===== src/rtl/rgb565_gen_binarize.sv =====
`timescale 1ns/1ps
// Gray-ramp RGB565 raster source feeding a luma threshold pipeline (0x00/0xFF out).
// Latency: gen_* lag counters by 1 clk, post_* lag gen_* by 3 clk; free-running, no backpressure.
module rgb565_gen_binarize #(
  parameter int ACTIVE_IW  = 640,
  parameter int ACTIVE_IH  = 480,
  parameter int TOTAL_IW   = 800,
  parameter int TOTAL_IH   = 525,
  parameter int H_START    = 143,
  parameter int V_START    = 34,
  parameter int H_SYNC     = 96,
  parameter int BIN_THRESH = 150
) (
  input  logic        clk,
  input  logic        rst_n,
  output logic        gen_vs,
  output logic        gen_hs,
  output logic        gen_de,
  output logic [15:0] gen_data,
  output logic        post_frame_vsync,
  output logic        post_frame_hsync,
  output logic        post_frame_de,
  output logic [7:0]  post_rgb
);

  localparam int HW = $clog2(TOTAL_IW);
  localparam int VW = $clog2(TOTAL_IH);

  logic [HW-1:0] h_cnt;
  logic [VW-1:0] v_cnt;
  logic          v_act;
  logic          h_act;
  logic [7:0]    x;
  logic [4:0]    x5;

  always_ff @(posedge clk or negedge rst_n) begin
    if (!rst_n) begin
      h_cnt <= '0;
      v_cnt <= '0;
    end else if (h_cnt == HW'(TOTAL_IW - 1)) begin
      h_cnt <= '0;
      v_cnt <= (v_cnt == VW'(TOTAL_IH - 1)) ? '0 : v_cnt + 1'b1;
    end else begin
      h_cnt <= h_cnt + 1'b1;
    end
  end

  assign v_act = (v_cnt >= VW'(V_START)) && (v_cnt < VW'(V_START + ACTIVE_IH));
  assign h_act = (h_cnt >= HW'(H_START)) && (h_cnt < HW'(H_START + ACTIVE_IW));
  // Only x[7:3] shapes the ramp, so the 256-pixel period falls out of the truncation.
  assign x     = 8'(h_cnt - HW'(H_START));
  assign x5    = x[7:3];

  always_ff @(posedge clk or negedge rst_n) begin
    if (!rst_n) begin
      gen_vs   <= 1'b0;
      gen_hs   <= 1'b1;
      gen_de   <= 1'b0;
      gen_data <= '0;
    end else begin
      gen_vs   <= v_act;
      gen_hs   <= (h_cnt >= HW'(H_SYNC));
      gen_de   <= v_act && h_act;
      gen_data <= (v_act && h_act) ? {x5, x5, x[7], x5} : 16'h0000;
    end
  end

  logic [4:0]  r5;
  logic [5:0]  g6;
  logic [4:0]  b5;
  logic [7:0]  r8;
  logic [7:0]  g8;
  logic [7:0]  b8;
  logic [15:0] p_r;
  logic [15:0] p_g;
  logic [15:0] p_b;
  logic [16:0] sum;
  logic [1:0]  vs_p;
  logic [1:0]  hs_p;
  logic [1:0]  de_p;

  assign r5 = gen_data[15:11];
  assign g6 = gen_data[10:5];
  assign b5 = gen_data[4:0];
  assign r8 = {r5, r5[4:2]};
  assign g8 = {g6, g6[5:4]};
  assign b8 = {b5, b5[4:2]};

  // Green product reaches 150*255 = 38250, so products are carried at 16 bits.
  always_ff @(posedge clk or negedge rst_n) begin
    if (!rst_n) begin
      p_r              <= '0;
      p_g              <= '0;
      p_b              <= '0;
      sum              <= '0;
      vs_p             <= '0;
      hs_p             <= '1;
      de_p             <= '0;
      post_frame_vsync <= 1'b0;
      post_frame_hsync <= 1'b1;
      post_frame_de    <= 1'b0;
      post_rgb         <= 8'h00;
    end else begin
      p_r              <= {8'd0, r8} * 16'd77;
      p_g              <= {8'd0, g8} * 16'd150;
      p_b              <= {8'd0, b8} * 16'd29;
      sum              <= {1'b0, p_r} + {1'b0, p_g} + {1'b0, p_b};
      vs_p             <= {vs_p[0], gen_vs};
      hs_p             <= {hs_p[0], gen_hs};
      de_p             <= {de_p[0], gen_de};
      post_frame_vsync <= vs_p[1];
      post_frame_hsync <= hs_p[1];
      post_frame_de    <= de_p[1];
      post_rgb         <= (de_p[1] && (sum[16:8] > 9'(BIN_THRESH))) ? 8'hFF : 8'h00;
    end
  end

endmodule


===== config.mk =====
export PLATFORM = sky130hd
export DESIGN_NAME = rgb565_gen_binarize
export DESIGN_NICKNAME = d
export VERILOG_FILES = /design/src/rtl/rgb565_gen_binarize.sv
export SDC_FILE = /design/constraint.sdc
export NUM_CORES = 1
export LEC_CHECK = 0
export CORE_MARGIN = 8
export CORE_UTILIZATION = 53
export DETAILED_ROUTE_END_ITERATION = 10
export GPL_TIMING_DRIVEN = 1
export PLACE_DENSITY_LB_ADDON = 0.1
export SYNTH_ARGS = -nofsm -noshare
export SYNTH_HDL_FRONTEND = slang
export SYNTH_SLANG_ARGS = --single-unit

===== constraint.sdc =====
create_clock -name clk -period 9.7 [get_ports clk]
set_input_delay 0.97 -clock clk [delete_from_list [all_inputs] [get_ports clk]]
set_output_delay 0.97 -clock clk [all_outputs]
set_load 0.02 [all_outputs]

==> results.py, run 1 <==
metrics = {
    "routing": {
        "finalWirelength_mm": 11.90,
        "drt.antenna.violating_nets": 0,
        "drt_iter0_markers": 215,
        "vias": 3985,
        "dr.pass1.iters": 4,
        "post_drt_wl_per_cell_um": 15.93,
        "viasPerCell": 5.335,
        "drc": 0,
    },
    "critical_path": {
        "critPathTopFamily": "adder cells",
        "cp-start-kind": "flop",
        "slowest_stage": "dfrtp_1",
        "critPathCaptureType": "flop",
        "cp.required_ns": 9.97,
        "crit_buf_inv": 2,
        "path_class": "flop to flop",
        "slowest_delay_ns": 0.79,
        "cp_max_fo": 19,
        "path_cells": "inv_1, fa_1, ha_1, ha_1, inv_1, fa_1, nor2b_1, o21ai_0, a21boi_0, o21ai_0, a22oi_1, xor2_1",
        "critPathArrivalTime_ns": 4.30,
    },
    "floorplan": {
        "die-width_um": 124.5,
        "ios": 32,
        "core_area_um2": 11470,
        "start_util_pct": 54.38,
        "rows": 39,
        "die_h_um": 124.5,
        "dieArea_um2": 15490,
    },
    "cts": {
        "clock_latency_ns": 0.34,
        "ctsResizeCount": 0,
        "clk_pin_slew_ns": 0.07,
        "root_buffer": "clkbuf_16",
        "clk_path_buf_depth": 2,
        "cts_tree": "built",
        "postCtsSetupBuffers": 0,
        "hold_buffers": 0,
        "cts_max_level": 3,
        "cts.sinks": 85,
        "cts_inserted_buffers": 9,
    },
    "power": {
        "leakagePower_uw": 0.003865,
        "cellInternalPower_uw": 555.5,
        "vdd.ir_drop.worst_mv": 0.08635,
        "pwr-share-seq_pct": 50.2,
        "p_per_area_nw_per_um2": 103.2,
        "power_frac_clock_pct": 48.8,
        "net-switching-power_uw": 150.4,
        "combPwrFrac_pct": 1.0,
        "total_power_uw": 705.9,
        "swShare_pct": 21.31,
    },
    "final_layout": {
        "nNetsFinal": 738,
        "layout_commonest_cell": "ha_1",
        "antenna_cells": 0,
        "multi_input_area_um2": 3679,
        "syn_to_final_growth_pct": 9.651,
        "drive_above_1_share_pct": 4.636,
        "regArea_um2": 2132,
        "fillers": 960,
        "fin_cells": 747,
        "final_cell_mix": "ha_1 (104), dfrtp_1 (81), inv_1 (66), o21ai_0 (35), fa_1 (33)",
    },
    "grt": {
        "grt.total_usage_pct": 16.44,
        "grt_antenna_before_repair": 0,
        "grt_start_max_net_pins": 86,
        "grt.overflow.total": 0,
        "grt_pass1_vias": 4064,
        "grt_first_pass_wirelength_mm": 20.46,
    },
    "sta": {
        "drv_slew": 0,
        "setup_ws_ns": 5.671,
        "hold_viol": 0,
        "fin_tns_setup_ns": 0,
        "tightest_slew_ns": 1.065,
        "slew_headroom_pct": 28.99,
        "rsz0062_at_grt": "false",
        "fmax_mhz": 248.2,
        "period_share_pct": 41.54,
        "period_minus_slack_ns": 4.029,
        "finalSetupViolations": 0,
        "fin_worst_skew_ns": 0.01095,
    },
    "yosys": {
        "yosys_warnings": 0,
        "yosys.area.top_type": "dfrtp_1",
        "yosys-top-cells-area": "dfrtp_1 (33%), ha_1 (21%), fa_1 (11%)",
        "yosys.area.top_type_share_pct": 32.50,
        "syn_area_um2": 6236,
        "synth_cell_types": 50,
        "yosys_most_used_dff": "dfrtp_1",
        "syn_nets": 722,
        "async_flop_share_pct": 100.0,
        "ys_seq_area_share_pct": 34.19,
        "synth-edff-count": 0,
        "syn_avg_cell_area_um2": 10.70,
        "ys_seq_elements": 85,
        "syn_inst": 583,
    },
    "placement": {
        "gp_congestion": 0.8227,
        "post-place-ws_ns": 5.661,
        "hpwlAfterDp_mm": 9.415,
        "io_buffer_count": 31,
        "dp_cells": 731,
    },
    "status": {
        "outcome": "complete, no violations",
    },
    "run": {
        "max-cap-violations": 0,
    },
    "worst_hold_path": {
        "hp-class": "flop to flop",
    },
}
## flip-flops by register name (all words and copies together) (netlist names), 2 cells and up
signal,flops
p_g,15
v_cnt,10
gen_data,5
sum,9
hs_p,2
h_cnt,10
p_b,12
de_p,2
p_r,11
vs_p,2
## worst register-to-register path: stages (launching register included)
cell	delay, ns
dfrtp_1	0.79
inv_1	0.40
fa_1	0.68
ha_1	0.26
ha_1	0.31
inv_1	0.07
fa_1	0.46
nor2b_1	0.12
o21ai_0	0.11
a21boi_0	0.27
o21ai_0	0.13
a22oi_1	0.21
xor2_1	0.16
## layout make-up
| type | instances | area share [%] |
|---|---|---|
| clock buffer | 11 | 3.403 |
| timing repair buffer | 31 | 4.501 |
| multi-input combinational | 406 | 53.80 |
| inverter | 66 | 3.623 |
| tap | 143 | 2.617 |
| sequential | 85 | 31.18 |
| clock inverter | 5 | 0.8783 |
## synthesized netlist by cell type (3+ instances only)
master / instances
o21ai_0: 35
nor3_1: 7
nand4_1: 6
fa_1: 33
nand2_1: 24
nor2_1: 24
or2_2: 3
o21bai_1: 7
a21oi_1: 26
and3_1: 5
inv_1: 66
a211oi_1: 3
nand2b_1: 6
a21o_1: 16
and4_1: 3
ha_1: 104
nand3_1: 7
o21a_1: 5
o31ai_1: 4
nor2b_1: 8
dfstp_2: 4
clkbuf_1: 5
xnor2_1: 28
xor2_1: 23
buf_4: 19
dfrtp_1: 81
## worst paths after layout
kind	from	cells past startpoint	slack [ns]	to
max in group asynchronous	rst_n	1	8.20	post_rgb[6]$_DFF_PN0_
min	de_p[0]$_DFF_PN0_	0	0.35	de_p[1]$_DFF_PN0_
max	gen_data[10]$_DFF_PN0_	12	5.67	p_b[11]$_DFF_PN0_
max reg2reg	gen_data[10]$_DFF_PN0_	12	5.67	p_b[11]$_DFF_PN0_
min reg2reg	de_p[0]$_DFF_PN0_	0	0.35	de_p[1]$_DFF_PN0_
min in group asynchronous	rst_n	1	0.82	p_g[8]$_DFF_PN0_
## routing by layer
layer	up-vias	global-route usage, %	wire (um)
li1	1990	-	-
met1	1917	22.67	6040
met2	58	24.56	5233
met3	20	3.574	340
met4	0	6.449	281
met5	-	0	0
## cells by family (layout without fill, tap and decap cells)
family | count (synthesis) | count (layout) | synth area share [%]
adder cells (fa/ha/maj) | 137 | 137 | 31.46
AO/OA/AOI/OAI | 109 | 109 | 10.96
AND/OR/NAND/NOR | 109 | 109 | 9.410
buffers and inverters | 92 | 113 | 6.822
flip-flops | 85 | 85 | 34.19
XOR/XNOR | 51 | 51 | 7.163
## power by group through the flow
| stage | logic, uW | clock network [uW] | registers (uW) |
|---|---|---|---|
| 6_report | 6.78 | 345 | 355 |
| 5_1_grt | 8.62 | 367 | 354 |
| 4_1_cts | 7.39 | 353 | 354 |
| 3_5_place_dp | 7.42 | 0 | 361 |
| 3_3_place_gp | 7.35 | 0 | 361 |
| 2_1_floorplan | 0.00258 | 0 | 361 |
## through the flow
step                      hold WS (ns)  util [%]  instance area, um^2
after CTS                       0.3490     59.63                 6838
after global placement          0.3350     57.08                 6545
after global routing            0.3580     59.63                 6838
after detailed placement        0.3347     57.08                 6545
after floorplan                 0.3312         -                 6236
final                           0.3479     59.63                 6838
No activity file was read; power rests on OpenSTA's default activity.
==> run 2: changes to the inputs <==
- clock period: 9.7 -> 3.45 ns (I/O delays scaled with it)
==> results.py, run 2 (synthesis gave the netlist of run 1 again) <==
metrics = {
    "status": {
        "outcome": "complete, no violations",
    },
    "critical_path": {
        "critPathArrivalTime_ns": 3.63,
        "cp-start-kind": "flop",
        "cp_max_fo": 7,
        "path_class": "flop to flop",
        "cp.required_ns": 3.72,
        "critPathCaptureType": "flop",
    },
    "cts": {
        "clk_path_buf_depth": 2,
        "clk_pin_slew_ns": 0.07,
        "cts_inserted_buffers": 9,
        "cts_tree": "built",
        "cts.sinks": 85,
        "root_buffer": "clkbuf_16",
        "cts_max_level": 3,
        "clock_latency_ns": 0.35,
    },
    "worst_hold_path": {
        "hp-class": "input port to asynchronous set/reset pin",
    },
    "final_layout": {
        "fillers": 948,
        "fin_cells": 780,
        "largest_reg_flops": 15,
        "top_register": "p_g",
        "drive_above_1_share_pct": 12.72,
        "layout_commonest_cell": "ha_1",
        "nNetsFinal": 771,
        "reg_top3": "p_g x15, p_b x12, p_r x11",
        "final_cell_mix": "ha_1 (99), dfrtp_1 (77), inv_1 (64), buf_4 (33), fa_1 (31)",
        "syn_to_final_growth_pct": 15.43,
        "antenna_cells": 0,
    },
    "placement": {
        "dp_cells": 754,
        "io_buffer_count": 31,
        "hpwlAfterDp_mm": 9.928,
        "gp_congestion": 0.9279,
    },
    "sta": {
        "finalSetupViolations": 0,
        "slew_headroom_pct": 46.69,
        "hold_viol": 0,
        "fin_worst_skew_ns": 0.01064,
        "tightest_slew_ns": 0.7997,
        "fmax_mhz": 298.2,
        "period_share_pct": 97.20,
        "period_minus_slack_ns": 3.353,
        "drv_slew": 0,
        "rsz0062_at_grt": "true",
    },
    "routing": {
        "drc": 0,
        "finalWirelength_mm": 12.40,
        "post_drt_wl_per_cell_um": 15.90,
        "drt.antenna.violating_nets": 0,
        "vias": 4177,
        "dr.pass1.iters": 6,
        "viasPerCell": 5.355,
        "drt_iter0_markers": 264,
    },
    "run": {
        "max-cap-violations": 0,
    },
    "floorplan": {
        "dieArea_um2": 15490,
        "core_area_um2": 11470,
        "start_util_pct": 54.38,
        "ios": 32,
        "die-width_um": 124.5,
        "die_h_um": 124.5,
        "rows": 39,
    },
    "grt": {
        "grt.total_usage_pct": 16.27,
        "grt_start_max_net_pins": 64,
        "grt_pass1_vias": 4282,
        "grt_first_pass_wirelength_mm": 20.47,
        "grt_antenna_before_repair": 0,
        "grt.overflow.total": 0,
    },
    "power": {
        "leakagePower_uw": 0.004024,
        "combPwrFrac_pct": 1.0,
        "net-switching-power_uw": 460.9,
        "p_per_area_nw_per_um2": 283.1,
        "vdd.ir_drop.worst_mv": 0.3286,
        "swShare_pct": 22.62,
        "cellInternalPower_uw": 1577,
        "power_frac_clock_pct": 50.1,
        "total_power_uw": 2038,
        "pwr-share-seq_pct": 48.9,
    },
}
## run 2: final cells by class
class	instances	area (um^2)	share of cell area, %
Clock buffer	9	225.2	3.129
Clock inverter	7	86.33	1.199
Inverter	66	255.2	3.546
Multi-Input combinational cell	406	3747	52.06
Sequential cell	85	2137	29.69
Tap cell	143	178.9	2.486
Timing Repair Buffer	64	568.0	7.892
## run 2: stage by stage
step                      setup slack, ns  area (um^2)  hold slack (ns)  utilization [%]  setup TNS [ns]
after CTS                        0.002061         7094           0.1173            61.87               0
after global placement            0.08119         6735           0.3351            58.73               0
final                             0.09663         7198          0.07421            62.77               0
after global routing             -0.04954         7198           0.1461            62.77         -0.1336
after detailed placement         -0.01721         6735           0.3387            58.73        -0.01721
after floorplan                  0.009728         6241          0.04941                -               0
## run 2: final timing paths
check                                       startpoint           endpoint  slack [ns]  cells past startpoint
min in group clk                     vs_p[0]$_DFF_PN0_  vs_p[1]$_DFF_PN0_        0.35                      0
max in group asynchronous                        rst_n   p_g[7]$_DFF_PN0_        2.55                      2
worst min register to register       vs_p[0]$_DFF_PN0_  vs_p[1]$_DFF_PN0_        0.35                      0
worst max register to register  gen_data[12]$_DFF_PN0_  p_g[12]$_DFF_PN0_         0.1                     12
worst max-delay path            gen_data[12]$_DFF_PN0_  p_g[12]$_DFF_PN0_         0.1                     12
worst min-delay path                             rst_n   sum[9]$_DFF_PN0_        0.07                      1
## run 2: worst max-delay path, cell delays in order, from the launching register on
cell	delay (ns)
dfrtp_2	0.46
ha_1	0.31
ha_1	0.27
inv_1	0.05
fa_1	0.50
fa_1	0.51
inv_1	0.06
ha_4	0.27
nand2_1	0.06
o211ai_1	0.36
a21o_1	0.17
a21o_1	0.12
xor2_1	0.14
## run 2: metal layers
layer / share of wire [%] / global-route usage [%] / vias to the layer above
met2: 47 / 25.76 / 69
li1: - / - / 2056
met5: 0 / 0 / -
met4: 2.5 / 7.229 / 0
met3: 3.7 / 4.128 / 18
met1: 47 / 20.54 / 2034
## run 2: power groups by stage
stage / Sequential [uW] / Combinational [uW] / Clock [uW]
after floorplan: 1020 / 0.00258 / 0
after global placement: 1020 / 22.2 / 0
after detailed placement: 1020 / 22.3 / 0
after CTS: 996 / 22.5 / 1050
after global routing: 996 / 25.0 / 1090
final: 996 / 20.1 / 1020
## run 2: repair_timing
item	CTS	global route
gates resized for setup	3	17
setup endpoints to repair	1	13
hold buffers	0	0
pin swaps	1	16
endpoints found under the hold margin	0	0
setup buffers	5	5
